File: src/rtl/fir_pkg.sv
// rtl/fir_pkg.sv - shared state encoding, index width and accumulate helpers for the FIR MAC
package fir_pkg;

    typedef logic [1:0] fir_state_t;

    localparam fir_state_t ST_IDLE = 2'd0;
    localparam fir_state_t ST_MAC  = 2'd1;
    localparam fir_state_t ST_DONE = 2'd2;

    function automatic int tap_idx_w(input int taps);
        return (taps > 1) ? $clog2(taps) : 1;
    endfunction

    // Sum is formed one bit wider than any supported accumulator so the carry is visible for clamping.
    function automatic logic [63:0] acc_add(input logic [63:0] acc, input logic [63:0] prod,
                                            input int acc_w, input bit sat);
        logic [64:0] sum;
        logic [64:0] lim;
        sum = {1'b0, acc} + {1'b0, prod};
        lim = (65'd1 << acc_w) - 65'd1;
        if (sat && (sum > lim)) begin
            return lim[63:0];
        end
        return sum[63:0] & lim[63:0];
    endfunction

endpackage

File: src/rtl/fir_coef_regfile.sv
// rtl/fir_coef_regfile.sv - run-time writable per-tap coefficient registers with a combinational read port
module fir_coef_regfile #(
    parameter int TAPS      = 6,
    parameter int COEF_W    = 8,
    parameter int COEF_INIT = 2,
    parameter int AW        = 3
) (
    input  logic              clk_i,
    input  logic              rst_i,
    input  logic              we_i,
    input  logic [AW-1:0]     waddr_i,
    input  logic [COEF_W-1:0] wdata_i,
    input  logic [AW-1:0]     raddr_i,
    output logic [COEF_W-1:0] rdata_o
);

    logic [COEF_W-1:0] coef_q [TAPS];

    // Address decode by compare so indices >= TAPS match nothing and are dropped.
    always_ff @(posedge clk_i) begin
        if (rst_i) begin
            for (int i = 0; i < TAPS; i++) begin
                coef_q[i] <= COEF_W'(COEF_INIT);
            end
        end else if (we_i) begin
            for (int i = 0; i < TAPS; i++) begin
                if (waddr_i == AW'(i)) begin
                    coef_q[i] <= wdata_i;
                end
            end
        end
    end

    always_comb begin
        rdata_o = '0;
        for (int i = 0; i < TAPS; i++) begin
            if (raddr_i == AW'(i)) begin
                rdata_o = coef_q[i];
            end
        end
    end

endmodule

File: src/rtl/fir_tdm_mac.sv
// rtl/fir_tdm_mac.sv - time-multiplexed FIR engine: one shared multiplier, one output per accepted sample
module fir_tdm_mac
    import fir_pkg::*;
#(
    parameter int DATA_W    = 8,
    parameter int COEF_W    = 8,
    parameter int TAPS      = 6,
    parameter int ACC_W     = 20,
    parameter int SAT       = 0,
    parameter int COEF_INIT = 2
) (
    input  logic                                 clk_i,
    input  logic                                 rst_i,
    input  logic                                 coef_we_i,
    input  logic [fir_pkg::tap_idx_w(TAPS)-1:0]  coef_addr_i,
    input  logic [COEF_W-1:0]                    coef_wdata_i,
    input  logic                                 in_valid_i,
    output logic                                 in_ready_o,
    input  logic [DATA_W-1:0]                    in_data_i,
    output logic                                 out_valid_o,
    input  logic                                 out_ready_i,
    output logic [ACC_W-1:0]                     out_data_o
);

    localparam int AW = tap_idx_w(TAPS);
    localparam int PW = DATA_W + COEF_W;

    fir_state_t        state_q, state_d;
    logic [DATA_W-1:0] tap_q [TAPS];
    logic [DATA_W-1:0] tap_d [TAPS];
    logic [ACC_W-1:0]  acc_q, acc_d;
    logic [ACC_W-1:0]  out_data_q, out_data_d;
    logic              out_valid_q, out_valid_d;
    logic [AW-1:0]     k_q, k_d;

    logic [COEF_W-1:0] coef_k;
    logic [PW-1:0]     prod;
    logic [ACC_W-1:0]  acc_next;
    logic              in_fire;
    logic              out_fire;
    logic              last_tap;

    assign in_ready_o  = (state_q == ST_IDLE) && !rst_i;
    assign in_fire     = in_valid_i && in_ready_o;
    assign out_fire    = out_valid_q && out_ready_i;
    assign last_tap    = (k_q == AW'(TAPS - 1));
    assign prod        = PW'(coef_k) * PW'(tap_q[k_q]);
    assign acc_next    = ACC_W'(acc_add(64'(acc_q), 64'(prod), ACC_W, SAT != 0));
    assign out_valid_o = out_valid_q;
    assign out_data_o  = out_data_q;

    // Writes only land in IDLE so a running sum never mixes coefficient sets.
    fir_coef_regfile #(
        .TAPS      (TAPS),
        .COEF_W    (COEF_W),
        .COEF_INIT (COEF_INIT),
        .AW        (AW)
    ) u_coef (
        .clk_i   (clk_i),
        .rst_i   (rst_i),
        .we_i    (coef_we_i && (state_q == ST_IDLE)),
        .waddr_i (coef_addr_i),
        .wdata_i (coef_wdata_i),
        .raddr_i (k_q),
        .rdata_o (coef_k)
    );

    always_comb begin
        state_d     = state_q;
        acc_d       = acc_q;
        k_d         = k_q;
        out_valid_d = out_valid_q;
        out_data_d  = out_data_q;
        for (int i = 0; i < TAPS; i++) begin
            tap_d[i] = tap_q[i];
        end
        case (state_q)
            ST_IDLE: begin
                if (in_fire) begin
                    tap_d[0] = in_data_i;
                    for (int i = 1; i < TAPS; i++) begin
                        tap_d[i] = tap_q[i-1];
                    end
                    acc_d   = '0;
                    k_d     = '0;
                    state_d = ST_MAC;
                end
            end
            ST_MAC: begin
                acc_d = acc_next;
                k_d   = k_q + AW'(1);
                if (last_tap) begin
                    out_data_d  = acc_next;
                    out_valid_d = 1'b1;
                    state_d     = ST_DONE;
                end
            end
            ST_DONE: begin
                if (out_fire) begin
                    out_valid_d = 1'b0;
                    state_d     = ST_IDLE;
                end
            end
            default: state_d = ST_IDLE;
        endcase
    end

    always_ff @(posedge clk_i) begin
        if (rst_i) begin
            state_q     <= ST_IDLE;
            acc_q       <= '0;
            k_q         <= '0;
            out_valid_q <= 1'b0;
            out_data_q  <= '0;
            for (int i = 0; i < TAPS; i++) begin
                tap_q[i] <= '0;
            end
        end else begin
            state_q     <= state_d;
            acc_q       <= acc_d;
            k_q         <= k_d;
            out_valid_q <= out_valid_d;
            out_data_q  <= out_data_d;
            for (int i = 0; i < TAPS; i++) begin
                tap_q[i] <= tap_d[i];
            end
        end
    end

endmodule
File: config.mk
export PLATFORM = sky130hd
export DESIGN_NAME = fir_tdm_mac
export DESIGN_NICKNAME = d
export VERILOG_FILES = /design/src/rtl/fir_pkg.sv /design/src/rtl/fir_coef_regfile.sv /design/src/rtl/fir_tdm_mac.sv
export SDC_FILE = /design/constraint.sdc
export NUM_CORES = 1
export LEC_CHECK = 0
export CORE_MARGIN = 2
export CORE_UTILIZATION = 54
export DETAILED_ROUTE_END_ITERATION = 6
export GPL_TIMING_DRIVEN = 0
export PLACE_DENSITY = 0.73
export SETUP_SLACK_MARGIN = 0.5
export SLEW_MARGIN = 20
export SYNTH_ARGS = -nofsm -noshare
export SYNTH_HDL_FRONTEND = slang
export SYNTH_HIERARCHICAL = 1
export SYNTH_SLANG_ARGS = --single-unit
File: constraint.sdc
create_clock -name clk_i -period 6.7 [get_ports clk_i]
set_input_delay 1.34 -clock clk_i [delete_from_list [all_inputs] [get_ports clk_i]]
set_output_delay 1.34 -clock clk_i [all_outputs]
set_load 0.005 [all_outputs]
==> impl_metrics.tcl <==
set metrics [dict create \
    status "finished, final reports clean" \
    synth_seq_area_share 0.385 \
    syn_area_sq_um 9010 \
    crit_chain "buf_1 -> nor2_2 -> a221oi_2 -> buf_2 -> nand2_1 -> fa_1 -> inv_1 -> ha_1 -> ha_1 -> inv_1 -> fa_1 -> inv_1 -> ha_1 -> fa_1 -> a211oi_1 -> o21a_1 -> o2bb2ai_2 -> o21ai_2 -> or4b_2 -> nand3_1" \
    area_delta_synth_final_pct 15.8 \
    clk_latency_ns 0.43 \
    r2r_end "out_data_o[13]" \
    vdd_drop_max_mv 0.161 \
    antenna_left 0 \
    hp-start "tap_q[2][2]" \
    min_period_ns 5.92 \
    grt_pass1_vias 6911 \
    hpwl_microns 15700 \
    cts_root_buffer "clkbuf_16" \
    maxCapViolations 0 \
    finalSetupTns_ns 0 \
    via_count 6803 \
    crit_path_top_delay_cell "or4b_2" \
    postLayoutCoreUtil 0.634 \
    syn_nets 1051 \
    slew_viol_final 0 \
    initial_core_util 0.547 \
    timing.rr.start "k_q[2]" \
    core_sq_um 16500 \
    yosysWarnings 6 \
    critPathTopFamily "adder cells" \
    synthTopCellsByArea "dfxtp_1 (20%), edfxtp_1 (19%), fa_1 (11%)" \
    period_share 0.883 \
    io_pins 46 \
    rows 47 \
    ys_top_cells_by_count "nand2_1 (149), inv_1 (96), dfxtp_1 (89)" \
    async_reset_ff_frac 0 \
    dieArea_sq_um 17700 \
    grt.overflow.total 0 \
    io_buffer_count 42 \
    place_area_sq_um 9730 \
    cts_buffer_depth 2 \
    cp_max_fo 9 \
    clock_skew_ns 0.00882 \
    leakagePower_nw 4.33 \
    critPathCaptureType "flop" \
    synth_top_area_cell "dfxtp_1" \
    worstSetupPathType "reg -> reg" \
    hold_viol 0 \
    slew_headroom 0.390 \
    cts-htree-levels 4 \
    slowest_delay_ns 0.62 \
    globalplace.congestion 0.871 \
    drc 0 \
    max_slew.worst_pin.slew_ns 0.913 \
    required_ns 7.07 \
    fin_nets 1116 \
    synth_area_per_cell_sq_um 9.64 \
    r2r_cells 20 \
    design_area_sq_um 10400 \
    cts.sinks 145 \
    r2r_slack_ns 0.78 \
    setup_violations 0 \
    gr-usage-all-layers 0.245 \
    min_to "tap_q[3][2]" \
    ys_ff_latch 145 \
    via_per_inst 5.52 \
    routed_wl_microns 20900 \
    synth_edf_count 56 \
    path_buf_inv 5 \
    fin_ws_ns 0.784 \
    nFillCells 1364 \
    ys_dominant_reg_cell "dfxtp_1" \
    pre_cts_ws_ns 0.294 \
    rsz0062_at_grt "no" \
    dr.pass1.iters 5 \
    antennaDiodeCount 0 \
    drt-initial-drc-count 398 \
    die_width_microns 133 \
    grt_max_degree 17 \
    synth.top_cell.area_share 0.198 \
    min_path_type "reg -> reg" \
    die_y_microns 133 \
    antenna_found_initial 0 \
    synth_cells 934 \
    synth_cell_types 56 \
    cp_data_arrival_time_ns 6.29 \
    cts_tree "done" \
    holdPathStages 2 \
    power_mw 2.38 \
    cts_buffers 17 \
    power_density_nw_per_um2 228 \
    synth.most_common_cell "nand2_1" \
    avgRoutedWirePerCell_microns 17.0 \
    crit_path_start_kind "flop" \
    fmaxAchievable_ghz 0.169 \
    drive_above_1_share 0.0830 \
    clk_transition_reported_paths_ns 0.06 \
    grt_pass1_wl_microns 34100 \
]
## through the flow
| step | hold slack [ns] | std cells |
|---|---|---|
| after global placement | 0.442 | 1196 |
| final | 0.451 | 1232 |
| after CTS | 0.454 | 1232 |
| after global routing | 0.484 | 1232 |
| after floorplan | 0.428 | 934 |
| after detailed placement | 0.445 | 1200 |
## flip-flops by register name, summed over array words and instances (netlist names), named ones only
name           cells
k_q                3
tap_q             48
out_data_o        20
out_valid_o        1
acc_q             20
state_q            2
u_coef/coef_q     48
## tightest hold or removal path: stages, from the launching register on
cell	delay, ns
dfxtp_1	0.32
nand2_1	0.05
nand2_1	0.04
## layer usage
metal  track usage  vias up  routed length, microns
li1              -     3250                       -
met3        0.0400       31                     756
met4        0.0810        0                     389
met2         0.416      150                   10300
met1         0.324     3372                    9430
met5             0        -                       0
## report_power, final
part	leakage (nW)	switching [mW]	internal, mW	total [mW]
clock network	0.299	0.374	0.581	0.954
logic	2.75	0.280	0.182	0.462
registers	1.28	0.0180	0.947	0.965
total	4.33	0.672	1.71	2.38
## final cells by class
class / count / area [sq um] / area share
Tap cell: 220 / 275 / 0.0264
Sequential cell: 145 / 3460 / 0.332
Buffer: 48 / 228 / 0.0218
Timing Repair Buffer: 46 / 443 / 0.0425
Inverter: 97 / 364 / 0.0349
Clock buffer: 21 / 470 / 0.0451
Clock inverter: 11 / 126 / 0.0121
Multi-Input combinational cell: 644 / 5060 / 0.485
## kinds of logic (layout without fill, tap and decap cells)
group                      after synthesis  count (layout)  synth area share
AOI/OAI and AO/OA                      119             119            0.0857
muxes                                   40              40            0.0556
DFF                                    145             145             0.385
buffers and inverters                  145             223            0.0656
xor gates and xnor gates                16              16            0.0156
adders and majority gates               93              93             0.171
and+or+nand+nor                        376             376             0.222
## timing repair
item | CTS | global route
setup buffers | 0 | 0
endpoints found under the setup margin | 13 | 16
gates resized for setup | 5 | 17
hold buffers | 0 | 0
## layout by cell type, fill, tap and decap left out, types with 9 or more instances in the layout
cell type | Yosys | layout
nand2b_1 | 26 | 26
nand3_1 | 15 | 15
a21oi_1 | 48 | 46
clkbuf_16 | 0 | 17
edfxtp_1 | 56 | 56
nand3b_1 | 41 | 41
xnor2_1 | 10 | 10
o21a_1 | 13 | 13
nor2_1 | 28 | 27
and3_1 | 9 | 9
nand2_1 | 149 | 149
inv_1 | 96 | 96
and2_1 | 47 | 47
mux2i_1 | 32 | 32
nor2b_1 | 34 | 34
fa_1 | 50 | 50
ha_1 | 43 | 43
clkdlybuf4s50_1 | 0 | 42
dfxtp_1 | 89 | 89
clkbuf_1 | 35 | 35
## worst max path at each step
stage          cells past startpoint        endpoint  slack (ns)   start
2_1_floorplan                     20  out_data_o[13]        1.28  k_q[0]
3_3_place_gp                      16       acc_q[12]        0.27  k_q[2]
3_5_place_dp                      18       acc_q[12]        0.29  k_q[2]
4_1_cts                           20  out_data_o[13]        0.51  k_q[2]
5_1_grt                           20  out_data_o[13]        0.46  k_q[1]
6_report                          20  out_data_o[13]        0.78  k_q[2]
No activity file was read; power rests on OpenSTA's default activity.
